## src/rtl/shift_sequencer_if.sv

```systemverilog
`default_nettype none
// ============================================================================
// Module   : shift_sequencer_if
// Brief    : Request/result bundle between the ALU and the iterative shifter.
// Revision : 1.0
// ============================================================================
interface shift_sequencer_if #(
    parameter int N = 4
);
    logic         start;
    logic [1:0]   op;
    logic [N-1:0] aIn;
    logic [N-1:0] shamt;
    logic         busy;
    logic         done;
    logic [N-1:0] bOut;

    modport master (
        output start, op, aIn, shamt,
        input  busy, done, bOut
    );

    modport slave (
        input  start, op, aIn, shamt,
        output busy, done, bOut
    );
endinterface
`default_nettype wire

```

## src/rtl/shift_sequencer.sv

```systemverilog
`default_nettype none
// ============================================================================
// Module   : shift_sequencer
// Brief    : Multi-cycle shifter reusing one 1-bit stage; SLL/SRL/SRA/pass.
// Revision : 1.0
// ============================================================================
module shift_sequencer #(
    parameter int N = 4
) (
    input  wire logic           clk,
    input  wire logic           rst,
    shift_sequencer_if.slave    bus
);
    localparam int CW = $clog2(N + 1);
    localparam logic [N-1:0]  C_N_SH  = N'(N);
    localparam logic [CW-1:0] C_N_CNT = CW'(N);
    localparam logic [1:0]    C_SLL   = 2'b00;
    localparam logic [1:0]    C_SRL   = 2'b01;
    localparam logic [1:0]    C_SRA   = 2'b10;
    localparam logic [1:0]    C_PASS  = 2'b11;

    typedef enum logic [1:0] {
        S_IDLE  = 2'd0,
        S_SHIFT = 2'd1,
        S_DONE  = 2'd2
    } state_t;

    state_t        state_q;
    logic [N-1:0]  work_q;
    logic [1:0]    kind_q;
    logic [CW-1:0] cnt_q;
    logic [N-1:0]  bout_q;

    logic [N-1:0]  shift_d;
    logic [CW-1:0] cnt_d;

    always_comb begin
        shift_d = work_q;
        case (kind_q)
            C_SLL:   shift_d = {work_q[N-2:0], 1'b0};
            C_SRL:   shift_d = {1'b0, work_q[N-1:1]};
            C_SRA:   shift_d = {work_q[N-1], work_q[N-1:1]};
            default: shift_d = work_q;
        endcase
    end

    // Full-width compare so large shamt values saturate instead of aliasing.
    always_comb begin
        cnt_d = '0;
        if (bus.op != C_PASS) begin
            cnt_d = (bus.shamt >= C_N_SH) ? C_N_CNT : bus.shamt[CW-1:0];
        end
    end

    always_ff @(posedge clk) begin
        if (rst) begin
            state_q <= S_IDLE;
            work_q  <= '0;
            kind_q  <= '0;
            cnt_q   <= '0;
            bout_q  <= '0;
        end else begin
            case (state_q)
                S_IDLE: begin
                    if (bus.start) begin
                        work_q  <= bus.aIn;
                        kind_q  <= bus.op;
                        cnt_q   <= cnt_d;
                        state_q <= S_SHIFT;
                    end
                end
                S_SHIFT: begin
                    if (cnt_q != '0) begin
                        work_q <= shift_d;
                        cnt_q  <= cnt_q - CW'(1);
                    end else begin
                        bout_q  <= work_q;
                        state_q <= S_DONE;
                    end
                end
                S_DONE: begin
                    state_q <= S_IDLE;
                end
                default: begin
                    state_q <= S_IDLE;
                end
            endcase
        end
    end

    assign bus.busy = (state_q != S_IDLE);
    assign bus.done = (state_q == S_DONE);
    assign bus.bOut = bout_q;
endmodule
`default_nettype wire

```

## src/flat_wrapper.sv

```systemverilog
// flat-port wrapper written by rule: the top's interface ports become plain ports
module shift_sequencer_flat 
#(
    parameter int N = 4
)
  (clk, rst, bus_start, bus_op, bus_aIn, bus_shamt, bus_busy, bus_done, bus_bOut);
  shift_sequencer_if #(.N(N)) bus_i ();
  input  wire logic clk;
  input  wire logic rst;
  input wire logic [$bits(bus_i.start)-1:0] bus_start;
  input wire logic [$bits(bus_i.op)-1:0] bus_op;
  input wire logic [$bits(bus_i.aIn)-1:0] bus_aIn;
  input wire logic [$bits(bus_i.shamt)-1:0] bus_shamt;
  output wire logic [$bits(bus_i.busy)-1:0] bus_busy;
  output wire logic [$bits(bus_i.done)-1:0] bus_done;
  output wire logic [$bits(bus_i.bOut)-1:0] bus_bOut;
  assign bus_i.start = bus_start;
  assign bus_i.op = bus_op;
  assign bus_i.aIn = bus_aIn;
  assign bus_i.shamt = bus_shamt;
  assign bus_busy = bus_i.busy;
  assign bus_done = bus_i.done;
  assign bus_bOut = bus_i.bOut;
  shift_sequencer #(.N(N)) u_core (.clk(clk), .rst(rst), .bus(bus_i));
endmodule
```

## config.mk

```make
export PLATFORM = sky130hd
export DESIGN_NAME = shift_sequencer_flat
export DESIGN_NICKNAME = d
export VERILOG_FILES = /design/src/rtl/shift_sequencer_if.sv /design/src/rtl/shift_sequencer.sv /design/src/flat_wrapper.sv
export SDC_FILE = /design/constraint.sdc
export NUM_CORES = 1
export LEC_CHECK = 0
export CORE_MARGIN = 1
export CORE_UTILIZATION = 46
export CTS_BUF_LIST = sky130_fd_sc_hd__clkbuf_2
export CTS_CLUSTER_DIAMETER = 50
export DETAILED_ROUTE_END_ITERATION = 6
export PLACE_DENSITY = 0.85
export SLEW_MARGIN = 20
export SYNTH_ARGS = -nofsm -noshare
export SYNTH_HDL_FRONTEND = slang
export SYNTH_SLANG_ARGS = --single-unit
```

## constraint.sdc

```tcl
create_clock -name clk -period 1.7 [get_ports clk]
set_clock_uncertainty 0.15 [all_clocks]
set_input_delay 0.34 -clock clk [delete_from_list [all_inputs] [get_ports clk]]
set_output_delay 0.34 -clock clk [all_outputs]
set_load 0.05 [all_outputs]
```

# ---- Yosys cells after proc, flatten, opt, wreduce, memory -nomap -nowiden
# Cells that the tools add are included.
dict set report totals {
  ff_bits 15
  input_bits 13
  output_inout_bits 6
  elab_cells 43
}
dict set report classes {
  addsub 1
  n_lt_le_gt_ge 1
  eq_ne 11
  muxes 12
  bitwise 1
  reduce_logical 11
}
# operator n
set op_table {}
lappend op_table {{$mux 3} 4}
lappend op_table {{$pmux 4 s3} 1}
lappend op_table {{$mux 4} 2}
lappend op_table {{$ne 2x2->1 const B} 4}
lappend op_table {{$pmux 4 s2} 1}
lappend op_table {{$pmux 3 s2} 1}
lappend op_table {{$reduce_and 2->1} 3}
lappend op_table {{$reduce_and 5->1} 1}
lappend op_table {{$eq 2x1->1 const B} 2}
lappend op_table {{$eq 2x2->1 const B} 2}
lappend op_table {{$ge 4x3->1 const B} 1}
lappend op_table {{$logic_not 2->1} 2}
lappend op_table {{$mux 2} 2}
lappend op_table {{$ne 4x4->1 const B} 1}
lappend op_table {{$pmux 2 s2} 1}
lappend op_table {{$reduce_and 4->1} 1}
lappend op_table {{$reduce_bool 2->1} 2}
lappend op_table {{$ne 3x3->1 const B} 1}
lappend op_table {{$reduce_and 3->1} 1}
lappend op_table {{$reduce_bool 3->1} 1}
lappend op_table {{$sub 3x1->3 const B} 1}
lappend op_table {{$ne 2x1->1 const B} 1}
lappend op_table {{$not 1->1} 1}

# ---- Logic depth before layout (Yosys ltp)
dict set report depth {
  depth_word 5
  mapped_depth 7
}

# ---- Worst setup path before layout
# OpenSTA, ideal clock, no wires.
dict set report synth_path {
  kind {reg-to-reg}
  startpoint {register u_core.cnt_q[0]}
  endpoint {register u_core.work_q[1]}
  setup_ps 70
  t_arrival_ps 1615
  required_time_ps 1480
  slack_ps -135
  stages_incl_launch_ff 7
  synth_period_minus_slack_ps 1835
  cell_sequence {dfxtp_1 > inv_1 > ha_1 > and2b_1 > a221o_1 > or3_1 > a21oi_1}
}
dict set report synth_via {
  elab_chain_len 3
}
# item line_no
set synth_lines {}
lappend synth_lines {{start: declaration} shift_sequencer.sv:31} ;# logic [CW-1:0] cnt_q;
lappend synth_lines {{start signal: assignment} shift_sequencer.sv:68} ;# cnt_q <= cnt_d;
lappend synth_lines {{start signal: assignment} shift_sequencer.sv:75} ;# cnt_q <= cnt_q - CW'(1);
lappend synth_lines {{$reduce_bool 3->1} shift_sequencer.sv:73} ;# if (cnt_q != '0) begin
lappend synth_lines {{$ne 2x1->1 (no source line)} --}
lappend synth_lines {{$reduce_and 4->1 (no source line)} --}
lappend synth_lines {{end signal: assignment} shift_sequencer.sv:66} ;# work_q <= bus.aIn;
lappend synth_lines {{end signal: assignment} shift_sequencer.sv:74} ;# work_q <= shift_d;
lappend synth_lines {{end: declaration} shift_sequencer.sv:29} ;# logic [N-1:0] work_q;
# Every way passes these cells.
# A chain may end at the register's enable or synchronous reset.

# ---- Worst setup path after layout
dict set report layout_path {
  startpoint {register u_core.cnt_q[0]}
  endpoint {register u_core.work_q[2]}
}
# The elaborated chain is that of the path after synthesis.

==> results_dict.tcl <==
set metrics [dict create \
    firstDrtPassIters 4 \
    period_needed_ns 1.833 \
    cts_buffers 3 \
    diodes 0 \
    dieWidth_um 44.56 \
    insertion_delay_ns 0.28 \
    critPathCaptureType "flip-flop" \
    violations "setup timing" \
    reg2reg_from "u_core.cnt_q[0]" \
    pre_cts_slack_ns -0.2041 \
    min_path_type "flip-flop to flip-flop" \
    yosysMostFrequentCell "nor2_1" \
    worstPathArrival_ns 1.90 \
    final-hold-violation-count 0 \
    grt_pass1_vias 698 \
    ys.flop_type "dfxtp_1" \
    vias 788 \
    startpoint_type "flip-flop" \
    cp_data_required_time_ns 1.77 \
    max_slew_margin_pct 76.00 \
    crit_type "flip-flop to flip-flop" \
    reg2regPathDepth 6 \
    die_h_um 44.56 \
    r2r-end "u_core.work_q[2]" \
    async_flop_share_pct 0 \
    min_from "u_core.work_q[0]" \
    max_cap_violations 0 \
    netlist_area_um2 833.3 \
    drv_slew 0 \
    status "complete, but fails checks" \
    powerDensity_nw_per_um2 943.9 \
    irDropWorstVdd_mv 0.5461 \
    postPlaceCellArea_um2 1115 \
    setup-violations-final 3 \
    ys_ff_latch 15 \
    setup-tns-final_ns -0.3322 \
    ys_types 31 \
    cts_root_buf "clkbuf_2" \
    cts_tree "built" \
    wl_mm 2.000 \
    areaGrowthSynthToFinish_pct 45.35 \
    avgSynthCellArea_um2 8.680 \
    grtUsageTotal_pct 20.17 \
    seq_area_frac_synth_pct 36.04 \
    die_area_um2 1986 \
    synth_top_area_cell "dfxtp_1" \
    rows 15 \
    synthCells 96 \
    syn_nets 115 \
    antenna_left 0 \
    netlist_top_cells_count "17 x nor2_1, 15 x dfxtp_1, 7 x a21oi_1, 7 x nand2_1, 6 x ha_1" \
    final_cell_area_um2 1211 \
    rsz0062_at_grt "yes" \
    clockBufferDepth 2 \
    synthTopCellsByArea "dfxtp_1 36%, ha_1 9.0%, nor2_1 7.7%" \
    fmax_mhz 545.4 \
    grt_max_degree 10 \
    p_leak_uw 0.0004873 \
    portBuffers 18 \
    grt_pass1_wl_mm 2.953 \
    htree_levels 1 \
    final.setup.worst_slack_ns -0.1334 \
    antenna_found_initial 0 \
    final_util_pct 70.92 \
    fin_crit_sh_pct 107.8 \
    drc 0 \
    place_hpwl_mm 1.385 \
    whs_ns 0.3430 \
    min_to "u_core.work_q[0]" \
    core_area_um2 1708 \
    worst_slew_pin_slew_ns 0.3593 \
    worstPathMaxFanout 4 \
    synth_edf_count 0 \
    yosysTopAreaCellShare_pct 36.04 \
    clock-sinks 15 \
    avgViaCountPerCell 5.219 \
    final_nets 146 \
    drive_gt1_share_pct 30.95 \
    ys_warn_count 0 \
    min_path_cells 2 \
    wl_per_cell_um 13.25 \
    r2r_slack_ns -0.13 \
    grt_overflow 0 \
    globalplace.congestion 0.8334 \
    clk_pin_slew_ns 0.14 \
    initial_core_util_pct 48.79 \
    io_pins 19 \
    dr.first_iter.drc_count 11 \
]
-- worst max path at each step --
stage	from	slack (ns)	depth (start not counted)	end
2_1_floorplan	u_core.cnt_q[0]	0.003	6	u_core.work_q[1]
3_3_place_gp	bus_start	-0.15	5	u_core.work_q[2]
3_5_place_dp	bus_start	-0.20	5	u_core.work_q[2]
4_1_cts	u_core.cnt_q[1]	-0.08	6	u_core.work_q[1]
5_1_grt	u_core.cnt_q[0]	-0.20	6	u_core.work_q[2]
6_report	u_core.cnt_q[0]	-0.13	6	u_core.work_q[2]
-- flip-flops by register name, indices dropped and copies added, names as in the netlist --
name	flops
u_core.state_q	2
u_core.bus.bOut	4
u_core.work_q	4
u_core.cnt_q	3
u_core.kind_q	2
-- layout make-up --
class | count | area (µm²)
multi-input cells | 71 | 510.5
fillers | 125 | 496.7
repair buffers | 31 | 325.3
flip-flops and latches | 15 | 305.3
well taps | 25 | 31.28
clock buffers | 4 | 20.02
inverters | 5 | 18.77
-- power breakdown --
part	switching, µW	internal (µW)	leakage, µW
clock network	112	62.4	0.0000166
registers	47.3	401	0.000124
logic	253	268	0.000346
-- layer usage --
layer	track usage [%]	routed length, µm	up-vias
met5	0	0	-
met4	5.455	10	0
met3	3.673	88	2
met2	32.94	950	22
met1	27.25	951	374
li1	-	-	390
-- cells in the final DEF (no fill, tap or decap), drive strengths merged, types with 4 or more instances in the layout --
| cell type | instances |
|---|---|
| dfxtp | 15 |
| clkbuf | 4 |
| clkdlybuf4s50 | 12 |
| mux2i | 4 |
| buf | 19 |
| a21oi | 7 |
| nor2 | 17 |
| nand2 | 7 |
| ha | 6 |
| inv | 5 |
-- what timing repair did --
item	4_1_cts	5_1_grt
pin swaps	0	3
setup buffers	0	4
hold buffers	0	0
setup endpoints to repair	4	6
gates resized for setup	1	11
-- per-stage QoR --
stage,cells,power (µW)
finish,151,1143
global route,151,1215
CTS,147,1053
detailed placement,143,879.3
global placement,143,858.0
floorplan,96,732.8
-- cell families (layout without fill, tap and decap cells) --
kind of cell / Yosys count / count (layout) / share of synthesized area, %
and+or+nand+nor: 39 / 39 / 23.57
adders and majority gates: 6 / 6 / 9.009
DFF: 15 / 15 / 36.04
buffers and inverters: 10 / 40 / 7.808
xor gates and xnor gates: 1 / 1 / 1.051
AOI/OAI and AO/OA: 21 / 21 / 17.72
muxes: 4 / 4 / 4.805
-- worst max-delay path: stages, from the launching register on --
cell	delay, ns
dfxtp_2	0.36
inv_2	0.05
ha_4	0.15
and2b_2	0.21
a221o_1	0.39
or3_1	0.32
a21oi_1	0.14
(Power assumes the default switching activity.)
